File: src/rtl/interleaver_block_scheduler.sv
// interleaver_block_scheduler: feeds whole code blocks from a byte ROM into
// the TurboInterleaver and waits for its output burst before signalling done.
//
// Ports:
//   clk, reset_async (async, active-low)
//   req_valid/req_long/req_base/req_ready : block job request
//   rom_addr                              : ROM byte address (1-cycle read)
//   data_in_next                          : interleaver byte consume strobe
//   look_now_in/flag_long_in              : input window / size select out
//   look_now_out                          : interleaver output burst active
//   busy/blk_done/blk_count/err_timeout   : status
//
// Optional build macro SCHED_TIMEOUT_EN adds a WAIT_OUT watchdog that forces
// completion after TIMEOUT_CYCLES and raises a sticky err_timeout.

module interleaver_block_scheduler #(
  parameter int ADDR_W         = 10,
  parameter int K_SHORT        = 132,
  parameter int K_LONG         = 768,
  parameter int GUARD_CYCLES   = 500,
  parameter int TIMEOUT_CYCLES = 4095
) (
  input  logic              clk,
  input  logic              reset_async,
  input  logic              req_valid,
  input  logic              req_long,
  input  logic [ADDR_W-1:0] req_base,
  output logic              req_ready,
  output logic [ADDR_W-1:0] rom_addr,
  input  logic              data_in_next,
  output logic              look_now_in,
  output logic              flag_long_in,
  input  logic              look_now_out,
  output logic              busy,
  output logic              blk_done,
  output logic [7:0]        blk_count,
  output logic              err_timeout
);

  typedef enum logic [2:0] {
    GUARD,
    IDLE,
    FEED,
    WAIT_OUT,
    DONE
  } state_t;

  localparam logic [9:0] GUARD_LAST = 10'(GUARD_CYCLES - 1);
  localparam logic [9:0] SHORT_LAST = 10'(K_SHORT - 1);
  localparam logic [9:0] LONG_LAST  = 10'(K_LONG - 1);
  localparam logic [ADDR_W-1:0] ADDR_ONE = ADDR_W'(1);

  state_t            state;
  logic [9:0]        guard_cnt;
  logic [9:0]        offset;
  logic [9:0]        k_last;
  logic              long_q;
  logic              seen_out;
  logic              req_ready_q;
  logic [ADDR_W-1:0] rom_addr_q;
  logic              look_now_in_q;
  logic              flag_long_q;
  logic              busy_q;
  logic              blk_done_q;
  logic [7:0]        blk_count_q;

  logic              burst_end;
  logic              wd_hit;

  // A burst has finished once it was seen high and is now low again.
  assign burst_end = seen_out && !look_now_out;

`ifdef SCHED_TIMEOUT_EN
  localparam logic [11:0] WD_LAST = 12'(TIMEOUT_CYCLES - 1);

  logic [11:0] wd_cnt;
  logic        err_q;

  assign wd_hit = (state == WAIT_OUT) && (wd_cnt == WD_LAST);

  // Counter is held at zero outside WAIT_OUT, so it restarts on entry.
  always_ff @(posedge clk or negedge reset_async) begin
    if (!reset_async) begin
      wd_cnt <= '0;
      err_q  <= 1'b0;
    end else begin
      if (state != WAIT_OUT) begin
        wd_cnt <= '0;
      end else if (!wd_hit) begin
        wd_cnt <= wd_cnt + 12'd1;
      end
      if (wd_hit && !burst_end) begin
        err_q <= 1'b1;
      end
    end
  end

  assign err_timeout = err_q;
`else
  logic unused_timeout_cfg;

  assign unused_timeout_cfg = (TIMEOUT_CYCLES == 0);
  assign wd_hit             = 1'b0;
  assign err_timeout        = 1'b0;
`endif

  always_ff @(posedge clk or negedge reset_async) begin
    if (!reset_async) begin
      state         <= GUARD;
      guard_cnt     <= '0;
      offset        <= '0;
      k_last        <= '0;
      long_q        <= 1'b0;
      seen_out      <= 1'b0;
      req_ready_q   <= 1'b0;
      rom_addr_q    <= '0;
      look_now_in_q <= 1'b0;
      flag_long_q   <= 1'b0;
      busy_q        <= 1'b0;
      blk_done_q    <= 1'b0;
      blk_count_q   <= '0;
    end else begin
      blk_done_q <= 1'b0;
      unique case (state)
        GUARD: begin
          if (guard_cnt == GUARD_LAST) begin
            state       <= IDLE;
            req_ready_q <= 1'b1;
          end else begin
            guard_cnt <= guard_cnt + 10'd1;
          end
        end
        IDLE: begin
          if (req_valid) begin
            state         <= FEED;
            req_ready_q   <= 1'b0;
            long_q        <= req_long;
            rom_addr_q    <= req_base;
            offset        <= '0;
            k_last        <= req_long ? LONG_LAST : SHORT_LAST;
            look_now_in_q <= 1'b1;
            flag_long_q   <= req_long;
            busy_q        <= 1'b1;
          end
        end
        FEED: begin
          if (data_in_next) begin
            if (offset == k_last) begin
              // Address stays on the last byte of the block.
              state         <= WAIT_OUT;
              look_now_in_q <= 1'b0;
              seen_out      <= 1'b0;
            end else begin
              offset     <= offset + 10'd1;
              rom_addr_q <= rom_addr_q + ADDR_ONE;
            end
          end
        end
        WAIT_OUT: begin
          flag_long_q <= long_q;
          if (look_now_out) begin
            seen_out <= 1'b1;
          end
          if (burst_end || wd_hit) begin
            state       <= DONE;
            blk_done_q  <= 1'b1;
            blk_count_q <= blk_count_q + 8'd1;
            flag_long_q <= 1'b0;
          end
        end
        DONE: begin
          state       <= IDLE;
          busy_q      <= 1'b0;
          req_ready_q <= 1'b1;
        end
        default: begin
          state <= GUARD;
        end
      endcase
    end
  end

  assign req_ready    = req_ready_q;
  assign rom_addr     = rom_addr_q;
  assign look_now_in  = look_now_in_q;
  assign flag_long_in = flag_long_q;
  assign busy         = busy_q;
  assign blk_done     = blk_done_q;
  assign blk_count    = blk_count_q;

endmodule

File: config.mk
export PLATFORM = sky130hd
export DESIGN_NAME = interleaver_block_scheduler
export DESIGN_NICKNAME = d
export VERILOG_FILES = /design/src/rtl/interleaver_block_scheduler.sv
export SDC_FILE = /design/constraint.sdc
export NUM_CORES = 1
export LEC_CHECK = 0
export ABC_AREA = 1
export CAP_MARGIN = 20
export CORE_UTILIZATION = 59
export CTS_CLUSTER_DIAMETER = 200
export DETAILED_ROUTE_END_ITERATION = 8
export GPL_ROUTABILITY_DRIVEN = 1
export GPL_TIMING_DRIVEN = 0
export PLACE_DENSITY_LB_ADDON = 0.2
export SYNTH_ARGS = -nofsm -noshare
export SYNTH_HDL_FRONTEND = slang
export SYNTH_SLANG_ARGS = --single-unit
File: constraint.sdc
create_clock -name clk -period 3.6 [get_ports clk]
set_input_delay 0.72 -clock clk [delete_from_list [all_inputs] [get_ports clk]]
set_output_delay 0.72 -clock clk [all_outputs]
set_load 0.03 [all_outputs]
# Word level (Yosys, flattened, before mapping)
# Index checks and enable logic that the tools add are counted.
word_totals:
  in_bits: 16
  ff_bits: 58
  elab_cells: 79
  output_inout_bits: 24
op_classes:
  add_sub_neg: 4
  n_reduce_logical: 18
  n_bitwise: 1
  eq_ne: 13
  n_mux: 30
ops:
  columns: ["cell", "count"]
  rows:
  - ["$mux W10", 7]
  - ["$pmux W10 S2", 2]
  - ["$add A10 B1 Y10 const B", 3]
  - ["$mux W3", 5]
  - ["$pmux W3 S5", 1]
  - ["$ne A2 B2 Y1 const B", 7]
  - ["$reduce_and A4 Y1", 3]
  - ["$eq A10 B10 Y1", 1]
  - ["$eq A10 B9 Y1 const B", 1]
  - ["$mux W1", 10]
  - ["$reduce_and A2 Y1", 5]
  - ["$add A8 B1 Y8 const B", 1]
  - ["$pmux W1 S2", 4]
  - ["$reduce_bool A2 Y1", 4]
  - ["$eq A3 B2 Y1 const B", 2]
  - ["$reduce_and A5 Y1", 1]
  - ["$eq A3 B1 Y1 const B", 1]
  - ["$eq A3 B3 Y1 const B", 1]
  - ["$logic_not A3 Y1", 1]
  - ["$pmux W1 S3", 1]
  - ["$reduce_and A3 Y1", 1]
  - ["$reduce_bool A3 Y1", 1]
  - ["$logic_and A1 B1 Y1", 1]
  - ["$logic_not A1 Y1", 1]
  - ["$not A1 Y1", 1]

# Logic depth before layout (Yosys ltp)
# Gate-level depths: netlist of run 1.
depth:
  ltp_word: 4
  depth_mapped: 12
  depth_no_buf: 10

# Worst setup path before layout of run 1
# No wires, ideal clock.
synth_timing:
  path_type: "input-to-reg"
  startpoint: "input port look_now_out"
  endpoint: "register blk_count_q[6] (netlist: blk_count[6])"
  path_slack_ps: 2000
  cell_stages: 7
  arrival_time_ps: 1466
  n_path_buf: 0
  setup_time_ps: 134
  required_ps: 3466
  cell_sequence: "inv_1 -> nand2_1 -> nor2_4 -> inv_2 -> nor2_1 -> nand3_1 -> xnor2_1"
synth_via:
  elab_chain_len: 3
synth_rtl:
  columns: ["element", "line", "rtl"]
  rows:
  - ["from (decl)", "33", "input logic look_now_out,"]
  - ["$logic_not A1 Y1", "71", "assign burst_end = seen_out && !look_now_out;"]
  - ["$logic_and A1 B1 Y1", "71", null]
  - ["$reduce_and A2 Y1 (no source line)", null, null]
  - ["to (signal assigned)", "167", "blk_count_q <= blk_count_q + 8'd1;"]
  - ["to (decl)", "65", "logic [7:0] blk_count_q;"]
# No other way between the ends.
# A chain may end at the register's enable or synchronous reset.

# Final worst setup path of run 1
layout_timing:
  startpoint: "register rom_addr_q[5] (netlist: rom_addr[5])"
  endpoint: "output port rom_addr[5]"
layout_rtl:
  columns: ["element", "line", "rtl"]
  rows:
  - ["from (decl)", "60", "logic [ADDR_W-1:0] rom_addr_q;"]
  - ["from (signal assigned)", "138", "rom_addr_q <= req_base;"]
  - ["from (signal assigned)", "155", "rom_addr_q <= rom_addr_q + ADDR_ONE;"]
  - ["to (decl)", "29", "output logic [ADDR_W-1:0] rom_addr,"]
# No word-level cell between the ends.

==> results of run 1 <==
## synth_stat cells (all sizes together), types with 2 or more instances
cell    number  area share [%]
nor2        38             5.3
o21ai       13             2.3
ha           4             1.8
dfrtp       49              43
clkbuf       2            0.26
or2          3            0.75
xnor2        5             1.5
nor3b        2            0.53
inv         39             5.1
nand4        4            0.88
xor2        15             4.6
buf          8             1.9
nor3         6             1.1
o21bai       3            0.79
a21oi        3            0.53
nand2      146              20
nand3       48             9.1
## flip-flops by register name (all words and copies together), names as in the netlist
| register | cells |
|---|---|
| guard_cnt | 10 |
| offset | 10 |
| rom_addr | 10 |
| blk_count | 8 |
| state | 3 |
| k_last | 2 |
| blk_done | 1 |
| busy | 1 |
| flag_long_in | 1 |
| look_now_in | 1 |
| req_ready | 1 |
| seen_out | 1 |
## through the flow
step	area, µm²	total power, µW	worst slack (ns)	cells
final	3410	993	1.35	490
after global routing	3410	1020	1.30	490
after CTS	3410	1000	1.36	490
after detailed placement	3310	609	1.39	483
after global placement	3290	608	0.394	482
after floorplan	2850	577	2.00	392
## worst max-delay path by stage
stage | startpoint | slack, ns | to | depth (start not counted)
after floorplan | look_now_out | 2.00 | blk_count[6] | 7
after global placement | reset_async | 0.39 | offset[7] | 1
after detailed placement | look_now_out | 1.39 | blk_count[6] | 8
after CTS | rom_addr[5] | 1.36 | rom_addr[5] | 1
after global routing | rom_addr[5] | 1.30 | rom_addr[5] | 1
final | rom_addr[5] | 1.35 | rom_addr[5] | 1
## area by class of cell
| class | count | area (µm²) |
|---|---|---|
| sequential | 49 | 1230 |
| multi-input combinational | 294 | 1410 |
| tap | 52 | 65.1 |
| clock buffer | 5 | 68.8 |
| inverter | 39 | 146 |
| buffer | 10 | 62.6 |
| timing repair buffer | 39 | 395 |
| fill | 360 | 1090 |
| clock inverter | 2 | 38.8 |
## cells by family (layout without fill, tap and decap cells)
logic type / count (synthesis) / in the layout / share of synthesized area, %
flops: 49 / 49 / 43.1
buf+inv: 49 / 95 / 7.34
simple gates: 249 / 249 / 37.6
fa+ha+maj: 4 / 4 / 1.76
other cells: 1 / 1 / 0.132
compound gates: 20 / 20 / 3.87
xor+xnor: 20 / 20 / 6.16
## routing by layer
layer	up-vias	wire [µm]	part of all wire (%)
met4	0	123	1.9
met3	13	297	4.7
li1	1317	-	-
met1	1196	2960	47
met5	-	0	0
met2	81	2980	47
## power groups by stage
stage	clock network [µW]	registers, µW	logic [µW]
6_report	395	554	44.7
3_5_place_dp	0	565	44.9
4_1_cts	402	554	45.6
5_1_grt	417	554	50.1
2_1_floorplan	0	565	11.5
3_3_place_gp	0	565	43.0
==> flow_summary.yaml, run 1 <==
final_layout:
  drive_gt1_share_pct: 7.76
  utilization_pct: 75.8
  final_common_cell: "nand2_1"
  mostFrequentLayoutCells: "142 x nand2_1, 49 x dfrtp_1, 46 x nand3_1"
  fin_nets: 458
  diodes: 0
  area_delta_synth_final_pct: 20.0
floorplanning:
  die_h_um: 71.4
  ios: 40
  die-area_um2: 5100
  start_util_pct: 63.2
  row_count: 24
  core_um2: 4500
  die_width_um: 71.4
logic_synthesis:
  synth_fp_nets: 412
  syn_inst: 392
  avgSynthCellArea_um2: 7.26
  yosysSeqAreaShare_pct: 43.1
  ys_async_sr_fraction_pct: 100
  ys_types: 29
  synth-edff-count: 0
  synthFlopType: "dfrtp_1"
  synth_seq_cells: 49
  post_synth_instance_area_um2: 2850
  yosys_warnings: 0
global_route:
  track_usage_pct: 27.3
  grt_use_met2_pct: 46.1
  grt_max_degree: 29
  grt_most_used_layer: "met2"
  grt.met3_usage_pct: 4.92
  antenna_found_initial: 0
  grt_remaining_overflow: 0
  grt_util_met1_pct: 35.0
  grt_pass1_vias: 2552
  grt_pass1_wl_um: 10900
setup_path:
  r2r-start: "guard_cnt[0]"
  cpPeakStageDelay_ns: 0.72
  path_max_fanout: 8
  start_kind: "flip-flop"
  cp_data_arrival_time_ns: 1.53
  cp_data_required_time_ns: 2.88
  rrSetupSlack_ns: 1.94
  crit_type: "flip-flop to output pin"
  rr_worst_depth: 8
  cp-end-kind: "output pin"
  crit_chain: "clkdlybuf4s50_1"
  cp_top_family: "buffers and inverters"
  crit_buf_inv: 1
  worst_path_max_delay_cell: "clkdlybuf4s50_1"
  reg2reg_to: "guard_cnt[7]"
power_and_ir_drop:
  p_sw_uw: 214
  power_frac_clock_pct: 39.8
  leakagePower_uw: 0.00168
  p_per_area_nw_per_um2: 291
  p_int_uw: 780
  p_seq_share_pct: 55.7
  power_switching_share_pct: 21.5
  combPwrFrac_pct: 4.5
  peakVddDrop_mv: 0.244
placed_design:
  io_buffers: 38
  gp_congestion: 0.895
  dpl.hpwl_um: 4300
drt:
  wl_per_cell_um: 13.0
  drtAntennaViolNets: 0
  drtIter0Drc: 175
  vias: 2607
  drt-total-wl_um: 6350
  drt-pass1-iter-count: 4
  drc: 0
  vias_per_cell: 5.32
sta:
  hold_ws_ns: 0.378
  rsz0062_at_grt: "false"
  clock_skew_ns: 0.00622
  min_period_ns: 2.25
  setup_tns_ns: 0
  finalCritPeriodShare_pct: 62.6
  hold_viol: 0
  fmax_ghz: 0.444
  relSlewSlack_pct: 64.7
  setup_violations: 0
  finalMaxSlewViolations: 0
  worst_pin_slew_ns: 0.530
clocking:
  insertion_delay_ns: 0.30
  post-cts-setup-buffers: 0
  cts_hold_repair.buffers: 0
  cts_sinks: 49
  htreeDepth: 2
  path_clk_slew_ns: 0.09
  cts_tree: "built"
  cts-root-buf: "clkbuf_8"
  clk_path_buf_depth: 2
  cts_resized: 0
  numCtsBuffers: 5
status:
  status: "finished, final reports clean"
worst_hold_path:
  hp-class: "primary input to asynchronous set/reset pin"
job:
  drv_cap: 0
(Power assumes the default switching activity.)
==> run 2: changes to the inputs <==
--- a/config.mk
+++ b/config.mk
@@ -7,7 +7,7 @@
 export LEC_CHECK = 0
 export ABC_AREA = 1
 export CAP_MARGIN = 20
-export CORE_UTILIZATION = 59
+export CORE_UTILIZATION = 49
 export CTS_CLUSTER_DIAMETER = 200
 export DETAILED_ROUTE_END_ITERATION = 8
 export GPL_ROUTABILITY_DRIVEN = 1
==> constraint.sdc (replaced) <==
create_clock -name clk -period 1.87 [get_ports clk]
set_input_delay 0.374 -clock clk [delete_from_list [all_inputs] [get_ports clk]]
set_output_delay 0.374 -clock clk [all_outputs]
set_load 0.03 [all_outputs]
==> run 2 against run 1 <==
Effect of this change: via count down 0.92%; critical path depth unchanged; sequential power up 93%; first-iteration DRC count is 23% lower; routed wire length is 0.80% higher; total power rose by 97%; hold slack got worse by 0.36 ns; worst setup slack worse by 1.3 ns; sequential cell count is the same; combinational power grew 92%.
==> flow_summary.yaml, run 2 (same netlist as run 1, synthesis figures left out) <==
status:
  status: "finished, final reports clean"
clocking:
  cts_sinks: 49
  cts-root-buf: "clkbuf_8"
  htreeDepth: 2
  clk_path_buf_depth: 2
  path_clk_slew_ns: 0.10
  insertion_delay_ns: 0.32
  numCtsBuffers: 5
  cts_tree: "built"
  post-cts-setup-buffers: 0
sta:
  finalCritPeriodShare_pct: 98.4
  fmax_ghz: 0.543
  finalMaxSlewViolations: 0
  setup_violations: 0
  setup_ws_ns: 0.0292
  min_period_ns: 1.84
  rsz0062_at_grt: "false"
  relSlewSlack_pct: 65.0
  worst_pin_slew_ns: 0.525
  hold_viol: 0
  clock_skew_ns: 0.0117
power_and_ir_drop:
  leakagePower_uw: 0.00180
  peakVddDrop_mv: 0.446
  p_per_area_nw_per_um2: 565
placed_design:
  gp_congestion: 0.889
  dp_cells: 503
  dpl.hpwl_um: 4560
  io_buffers: 38
  place_ws_ns: 0.0560
  place_area_um2: 3330
global_route:
  track_usage_pct: 23.5
  antenna_found_initial: 0
  grt_remaining_overflow: 0
  grt_pass1_wl_um: 11300
  grt_max_degree: 29
  grt_pass1_vias: 2469
setup_path:
  path_max_fanout: 6
  worst_path_max_delay_cell: "clkdlybuf4s50_1"
  cpPeakStageDelay_ns: 0.70
  cp_top_family: "buffers and inverters"
  crit_type: "flip-flop to output pin"
  start_kind: "flip-flop"
  crit_chain: "clkdlybuf4s50_1"
  cp_data_required_time_ns: 1.50
  crit_buf_inv: 1
  cp_data_arrival_time_ns: 1.47
  cp-end-kind: "output pin"
floorplanning:
  die_h_um: 78.2
  ios: 40
  row_count: 27
  die_width_um: 78.2
  core_um2: 5540
  start_util_pct: 51.4
  die-area_um2: 6120
final_layout:
  drive_gt1_share_pct: 7.97
  final_area_um2: 3460
  mostFrequentLayoutCells: "142 x nand2_1, 49 x dfrtp_1, 46 x nand3_1"
  instances_no_fill: 511
  area_delta_synth_final_pct: 21.5
  final_common_cell: "nand2_1"
  diodes: 0
  fin_nets: 458
drt:
  drc: 0
  vias_per_cell: 5.05
  wl_per_cell_um: 12.5
  drtAntennaViolNets: 0
  vias: 2583
  drtIter0Drc: 134
  drt-total-wl_um: 6400
  drt-pass1-iter-count: 4
job:
  drv_cap: 0
worst_hold_path:
  hp-class: "primary input to asynchronous set/reset pin"
[run 2: cell count changes in the layout (fill, tap and decap cells not counted)]
cell and change:
clkdlybuf4s50_1 -8, dlymetal6s2s_1 +5, dlygate4sd2_1 +3, inv_6 +1
[run 2: timing repair]
action,4_1_cts,5_1_grt
endpoints found under the setup margin,3,5
resized for setup,3,5
hold endpoints to repair,0,0
hold buffers,0,0
[run 2: layout make-up]
cell class                      instances  area [µm²]
Inverter                               39         146
Timing Repair Buffer                   39         404
Sequential cell                        49        1230
Buffer                                 10        62.6
Clock inverter                          3        47.5
Tap cell                               72        90.1
Clock buffer                            5        68.8
Fill cell                             523        2080
Multi-Input combinational cell        294        1410
[run 2: power breakdown]
group,total [µW],internal (µW),switching [µW]
clock network,801,408,392
logic,86.0,42.8,43.3
registers,1070,1060,3.73
[run 2: final timing paths]
check                          endpoint    startpoint  cells after the start  slack, ns
max in group asynchronous     offset[2]   reset_async                      2       1.32
setup / recovery            rom_addr[7]   rom_addr[7]                      1       0.03
hold reg to reg            blk_count[7]  blk_count[7]                      1       0.50
setup reg to reg           guard_cnt[7]  guard_cnt[0]                      8       0.22
hold / removal             guard_cnt[9]   reset_async                      1       0.01
min in group clk           blk_count[7]  blk_count[7]                      1       0.50
[run 2: per-stage QoR]
stage	total power [µW]	hold slack [ns]	setup TNS, ns	util, %
3_3_place_gp	1170	0.458	-49.90	59.8
5_1_grt	2020	0.0540	0	62.4
6_report	1950	0.0149	0	62.4
3_5_place_dp	1170	0.384	0	60.1
4_1_cts	1970	0.0343	0	62.2
2_1_floorplan	1110	0.0784	0	-
[run 2: per-layer routing]
metal | vias to the layer above | wire, µm | global-route usage (%)
met1 | 1211 | 2860 | 28.8
met4 | 0 | 102 | 8.15
met2 | 40 | 3210 | 41.1
met3 | 11 | 236 | 4.53
met5 | - | 0 | 0
li1 | 1321 | - | -
[run 2: worst reg2reg max path, delay by kind of cell (launching register included)]
family / cells / cell delay [ns]
xor gates and xnor gates: 1 / 0.14
adders and majority gates: 1 / 0.21
buffers and inverters: 1 / 0.11
DFF: 1 / 0.42
and+or+nand+nor: 5 / 0.67
